File: src/rtl/mplier_pkg.sv
// rtl/mplier_pkg.sv - shared types and sizing helpers for the shift-add multiplier
package mplier_pkg;

    typedef enum logic [1:0] {
        IDLE = 2'd0,
        CALC = 2'd1,
        DONE = 2'd2
    } state_t;

    localparam int MPLIER_MAX_WIDTH = 32;

    // Step counter only has to reach WIDTH-1, so $clog2(WIDTH) bits suffice.
    function automatic int count_width(input int width);
        return (width <= 2) ? 1 : $clog2(width);
    endfunction

endpackage

File: src/rtl/mplier_step.sv
// rtl/mplier_step.sv - one combinational add/subtract-and-shift step of the multiplier
module mplier_step
    import mplier_pkg::*;
#(
    parameter int WIDTH = 8
) (
    input  logic [WIDTH:0]   acc_a,
    input  logic [WIDTH-1:0] acc_b,
    input  logic [WIDTH-1:0] mc,
    input  logic             last,
    input  logic             tc,
    output logic [WIDTH:0]   acc_a_next,
    output logic [WIDTH-1:0] acc_b_next
);

    logic [WIDTH:0] mc_x;
    logic [WIDTH:0] sum;
    logic           fill;

    always_comb begin
        mc_x = {tc & mc[WIDTH-1], mc};
        sum  = acc_a;
        // In signed mode the multiplier's sign bit carries negative weight,
        // so its partial product is subtracted on the final step.
        if (acc_b[0]) begin
            if (tc && last) begin
                sum = acc_a - mc_x;
            end else begin
                sum = acc_a + mc_x;
            end
        end
        fill       = tc & sum[WIDTH];
        acc_a_next = {fill, sum[WIDTH:1]};
        acc_b_next = {sum[0], acc_b[WIDTH-1:1]};
    end

endmodule

File: src/rtl/mplier_nxn.sv
// rtl/mplier_nxn.sv - sequential WIDTHxWIDTH shift-add multiplier, signed mode under MPLIER_SIGNED_EN
module mplier_nxn
    import mplier_pkg::*;
#(
    parameter int WIDTH = 8
) (
    input  logic               clock,
    input  logic               reset_n,
    input  logic               start,
    input  logic [WIDTH-1:0]   mplier,
    input  logic [WIDTH-1:0]   mcand,
`ifdef MPLIER_SIGNED_EN
    input  logic               tc,
`endif
    output logic               busy,
    output logic               done,
    output logic [2*WIDTH-1:0] product
);

    localparam int            CW         = count_width(WIDTH);
    localparam logic [CW-1:0] LAST_COUNT = CW'(WIDTH - 1);

    state_t           state_q;
    state_t           state_d;
    logic [WIDTH:0]   acc_a_q;
    logic [WIDTH:0]   acc_a_next;
    logic [WIDTH-1:0] acc_b_q;
    logic [WIDTH-1:0] acc_b_next;
    logic [WIDTH-1:0] mc_q;
    logic [CW-1:0]    count_q;
    logic             tc_q;
    logic             last;

    assign last = (count_q == LAST_COUNT);

    mplier_step #(
        .WIDTH (WIDTH)
    ) u_step (
        .acc_a      (acc_a_q),
        .acc_b      (acc_b_q),
        .mc         (mc_q),
        .last       (last),
        .tc         (tc_q),
        .acc_a_next (acc_a_next),
        .acc_b_next (acc_b_next)
    );

    always_ff @(posedge clock or negedge reset_n) begin
        if (!reset_n) begin
            state_q <= IDLE;
        end else begin
            state_q <= state_d;
        end
    end

    always_comb begin
        state_d = state_q;
        case (state_q)
            IDLE: begin
                if (start) begin
                    state_d = CALC;
                end
            end
            CALC: begin
                if (last) begin
                    state_d = DONE;
                end
            end
            DONE: begin
                state_d = IDLE;
            end
            default: begin
                state_d = IDLE;
            end
        endcase
    end

    always_ff @(posedge clock or negedge reset_n) begin
        if (!reset_n) begin
            acc_a_q <= '0;
            acc_b_q <= '0;
            mc_q    <= '0;
            count_q <= '0;
        end else begin
            case (state_q)
                IDLE: begin
                    if (start) begin
                        acc_a_q <= '0;
                        acc_b_q <= mplier;
                        mc_q    <= mcand;
                        count_q <= '0;
                    end
                end
                CALC: begin
                    acc_a_q <= acc_a_next;
                    acc_b_q <= acc_b_next;
                    // Hold on the last step so a power-of-two WIDTH never wraps.
                    if (!last) begin
                        count_q <= count_q + 1'b1;
                    end
                end
                default: begin
                end
            endcase
        end
    end

`ifdef MPLIER_SIGNED_EN
    always_ff @(posedge clock or negedge reset_n) begin
        if (!reset_n) begin
            tc_q <= 1'b0;
        end else if (state_q == IDLE && start) begin
            tc_q <= tc;
        end
    end
`else
    assign tc_q = 1'b0;
`endif

    // Status and result are registered from the next state so they line up
    // with the state they describe; product is loaded with the final step.
    always_ff @(posedge clock or negedge reset_n) begin
        if (!reset_n) begin
            busy    <= 1'b0;
            done    <= 1'b0;
            product <= '0;
        end else begin
            busy <= (state_d == CALC);
            done <= (state_d == DONE);
            if (state_q == CALC && last) begin
                product <= {acc_a_next[WIDTH-1:0], acc_b_next};
            end
        end
    end

endmodule

File: config.mk
export PLATFORM = sky130hd
export DESIGN_NAME = mplier_nxn
export DESIGN_NICKNAME = d
export VERILOG_FILES = /design/src/rtl/mplier_pkg.sv /design/src/rtl/mplier_step.sv /design/src/rtl/mplier_nxn.sv
export SDC_FILE = /design/constraint.sdc
export NUM_CORES = 1
export LEC_CHECK = 0
export ABC_AREA = 1
export ABC_CLOCK_PERIOD_IN_PS = 3960
export BUFFER_PORTS_ARGS = -buffer_cell sky130_fd_sc_hd__buf_2
export CAP_MARGIN = 25
export CORE_MARGIN = 3
export CORE_UTILIZATION = 60
export DETAILED_ROUTE_END_ITERATION = 8
export PLACE_DENSITY = 0.84
export SLEW_MARGIN = 5
export SYNTH_ARGS = -nofsm -noshare
export SYNTH_HDL_FRONTEND = slang
export SYNTH_SLANG_ARGS = --single-unit
export TNS_END_PERCENT = 100
File: constraint.sdc
create_clock -name clock -period 3.96 [get_ports clock]
set_input_delay 0.198 -clock clock [delete_from_list [all_inputs] [get_ports clock]]
set_output_delay 0.198 -clock clock [all_outputs]
set_load 0.005 [all_outputs]
==> impl_metrics.yaml <==
worst_setup_path:
  path_max_fanout: 3
  worst_ep_arrival_time_ns: 2.04
  start_kind: "flop"
  setup_slack_of_the_worst_register_to_register_path_ns: 2.13
  cp.required_ns: 4.17
  rr_endpoint: "acc_a_q[3]$_DFFE_PN0P_"
  timing.setup.critical_path_class: "flop to flop"
  critical_path.endpoint_type: "flop"
  r2r-start: "acc_a_q[0]$_DFFE_PN0P_"
  rr_worst_depth: 9
place:
  port_buffers: 36
  placement.cell_area_um2: 2460
  place.detailed.hpwl_um: 3180
  gp_routability_congestion: 0.857
detailed_routing:
  routed_wl_um: 4410
  wire_per_inst_um: 13.2
  wl_met2_um: 2060
  initialDrtViolationCount: 85
  detail_route.vias_per_cell: 5.40
  drcViolationCount: 0
  vias: 1808
  met3RoutedLength_um: 211
  detail-route-antenna-nets: 0
  drt_pass1_iterations: 4
  max_used_layer: "met4"
  wire_length_on_met1_um: 2070
min_path:
  timing.hold.worst_endpoint: "mc_q[0]$_DFFE_PN0P_"
  worst_hold_startpoint: "mcand[0]"
  holdCritPathClass: "primary input to flop"
  worst_hold_path.num_cells: 2
floorplan:
  io_pins: 37
  count_of_standard_cell_rows: 21
  chipWidth_um: 67.4
  dieArea_um2: 4540
  die-height_um: 67.4
  core_area_um2: 3470
  initial_utilization_pct: 65.1
pwr:
  leakagePower_nw: 1.39
  internal_power_mw: 1.36
  combinationalPowerShare_pct: 48.2
  switching_share_of_power_pct: 41.2
  power_frac_clock_pct: 14.5
  net-switching-power_mw: 0.953
  vdd.ir_drop.worst_mv: 0.461
  portion_of_total_power_attributed_to_sequential_cells_pct: 37.4
  power_density_nw_per_um2: 889
synth:
  synth_enable_flop_cells: 0
  synth_async_sr_flop_share_pct: 100
  mappedNetlistNets: 280
  netlist_top_cells_area: "sky130_fd_sc_hd__dfrtp_1 52%, sky130_fd_sc_hd__nand2_1 11%, sky130_fd_sc_hd__o21ai_0 6.9%"
  yosysTopAreaCell: "sky130_fd_sc_hd__dfrtp_1"
  synth-main-ff-cell: "sky130_fd_sc_hd__dfrtp_1"
  synth_largest_type_area_fraction_pct: 52.1
  synthesis.area_um2: 2260
  ys_seq_area_share_pct: 52.1
  per_instance_average_area_after_synthesis_um2: 9.03
  synthesis.yosys.warnings: 0
  synth_cell_types: 24
  ys_ff_latch: 47
  syn_inst: 250
outcome:
  run_status: "complete, no violations"
global_routing:
  antenna_found_initial: 0
  global_route_wire_length_before_repair_um: 7450
  grt_start_max_net_pins: 48
  total_global_routing_overflow: 0
  total_global_routing_track_utilization_pct: 22.5
  first_global_vias: 1700
timing:
  setup_violations: 0
  fmax_mhz: 547
  relative_slew_margins_pct: 62.2
  final.setup_skew_ns: 0.0108
  min_period_ns: 1.83
  final_report_max_slew_violation_count: 0
  hold_viol_final: 0
  fin_crit_sh_pct: 46.1
  unrepaired_setup_endpoints_after_global_routing: "false"
  worst_slew_pin_slew_ns: 0.567
  setup_total_negative_slack_ns: 0
clock_tree:
  tritoncts_num_sinks: 47
  clk_path_buf_depth: 2
  worst_setup_hold_path_clk_slew_ns: 0.08
  clock-root-buffer: "sky130_fd_sc_hd__clkbuf_8"
  clock_insertion_delay_at_the_later_pin_of_the_skew_report_ns: 0.30
  cts-htree-levels: 2
  cts_hold_repair.buffers: 0
  tritoncts: "done"
  cts_post_setup_buffers_inserted: 0
  ctsResizeCount: 0
  cts-buffers-inserted: 5
final_layout:
  antennaDiodeCount: 0
  flow.area_growth_from_synthesis_pct: 15.2
  post_route_cells_drive_above_1_share_pct: 22.5
  final_nets: 319
  final_design_area_no_fill_um2: 2600
job:
  max-cap-violations: 0
==> flip-flops by register name, summed over array words and instances, names as in the netlist <==
signal	cells
mc_q	8
busy	1
state_q	2
done	1
product	16
acc_b_q	8
count_q	3
acc_a_q	8
==> per-layer routing <==
layer  track usage [%]  up-vias
met1              28.8      862
met4              9.62        0
li1                  -      894
met2              36.2       46
met5                 0        -
met3              5.82        6
==> power groups by stage <==
stage	sequential (mW)	combinational [mW]	clock [mW]
5_1_grt	0.892	1.30	0.358
6_report	0.863	1.11	0.335
3_5_place_dp	0.871	1.10	0
3_3_place_gp	0.860	1.06	0
2_1_floorplan	0.836	0.834	0
4_1_cts	0.862	1.11	0.338
==> synth_stat cells (2+ instances only) <==
library cell / instances
sky130_fd_sc_hd__nor2_1: 5
sky130_fd_sc_hd__nand3_1: 20
sky130_fd_sc_hd__a22o_1: 2
sky130_fd_sc_hd__a21oi_1: 11
sky130_fd_sc_hd__dfrtp_1: 47
sky130_fd_sc_hd__nor2_4: 2
sky130_fd_sc_hd__mux2_2: 8
sky130_fd_sc_hd__nand3b_1: 3
sky130_fd_sc_hd__nand2_2: 3
sky130_fd_sc_hd__o21ai_0: 31
sky130_fd_sc_hd__inv_1: 24
sky130_fd_sc_hd__or2_2: 3
sky130_fd_sc_hd__ha_1: 10
sky130_fd_sc_hd__nand2_1: 64
sky130_fd_sc_hd__nor2_2: 2
sky130_fd_sc_hd__inv_2: 4
sky130_fd_sc_hd__buf_2: 4
==> per-stage QoR <==
| step | power (mW) | hold slack, ns | instances | setup slack (ns) | utilization, % |
|---|---|---|---|---|---|
| final | 2.31 | 0.129 | 335 | 2.13 | 75.0 |
| after global routing | 2.55 | 0.125 | 335 | 1.95 | 75.0 |
| after CTS | 2.31 | 0.0911 | 333 | 2.13 | 73.9 |
| after detailed placement | 1.97 | 0.416 | 326 | 2.15 | 71.0 |
| after global placement | 1.92 | 0.414 | 326 | 2.18 | 71.0 |
| after floorplan | 1.67 | -0.0976 | 250 | 2.35 | - |
==> area by class of cell <==
class                   count  area [um2]
well taps                  46        57.6
flip-flops and latches     47        1180
multi-input cells         169         942
inverters                  28         105
clock buffers               6        72.6
clock inverters             1        30.0
fillers                   280         867
repair buffers             38         218
==> layout by cell type, fill, tap and decap left out, drive strengths merged <==
master	n
o22ai	1
a22o	2
or2	4
nand3	20
o21ai	32
dlygate4sd3	1
o211ai	1
nor2	9
nand2	67
buf	37
mux2	8
ha	10
nand3b	3
a21oi	11
dfrtp	47
fa	1
clkbuf	6
inv	28
bufinv	1
==> worst max path at each step <==
stage / start / end / depth (start not counted)
2_1_floorplan: acc_a_q[0]$_DFFE_PN0P_ / acc_a_q[5]$_DFFE_PN0P_ / 10
3_3_place_gp: acc_a_q[0]$_DFFE_PN0P_ / acc_a_q[5]$_DFFE_PN0P_ / 10
3_5_place_dp: acc_a_q[0]$_DFFE_PN0P_ / acc_a_q[3]$_DFFE_PN0P_ / 9
4_1_cts: acc_a_q[0]$_DFFE_PN0P_ / acc_a_q[3]$_DFFE_PN0P_ / 9
5_1_grt: state_q[1]$_DFF_PN0_ / product[14]$_DFFE_PN0P_ / 5
6_report: acc_a_q[0]$_DFFE_PN0P_ / acc_a_q[3]$_DFFE_PN0P_ / 9
==> logic make-up after synthesis <==
group	share of synthesized area, %
compound gates	10.9
fa+ha+maj	6.43
buf+inv	6.20
flops	52.1
mux	3.99
simple gates	20.4
==> critical path, cell delays in order, from the launching register on <==
cell                      delay, ns
sky130_fd_sc_hd__dfrtp_1       0.39
sky130_fd_sc_hd__ha_1          0.23
sky130_fd_sc_hd__fa_1          0.39
sky130_fd_sc_hd__nand2_1       0.10
sky130_fd_sc_hd__nand2_1       0.10
sky130_fd_sc_hd__nand2_1       0.07
sky130_fd_sc_hd__nand2_1       0.05
sky130_fd_sc_hd__nand3_1       0.07
sky130_fd_sc_hd__o21ai_0       0.14
sky130_fd_sc_hd__o21ai_0       0.21
No activity file was read; power rests on OpenSTA's default activity.
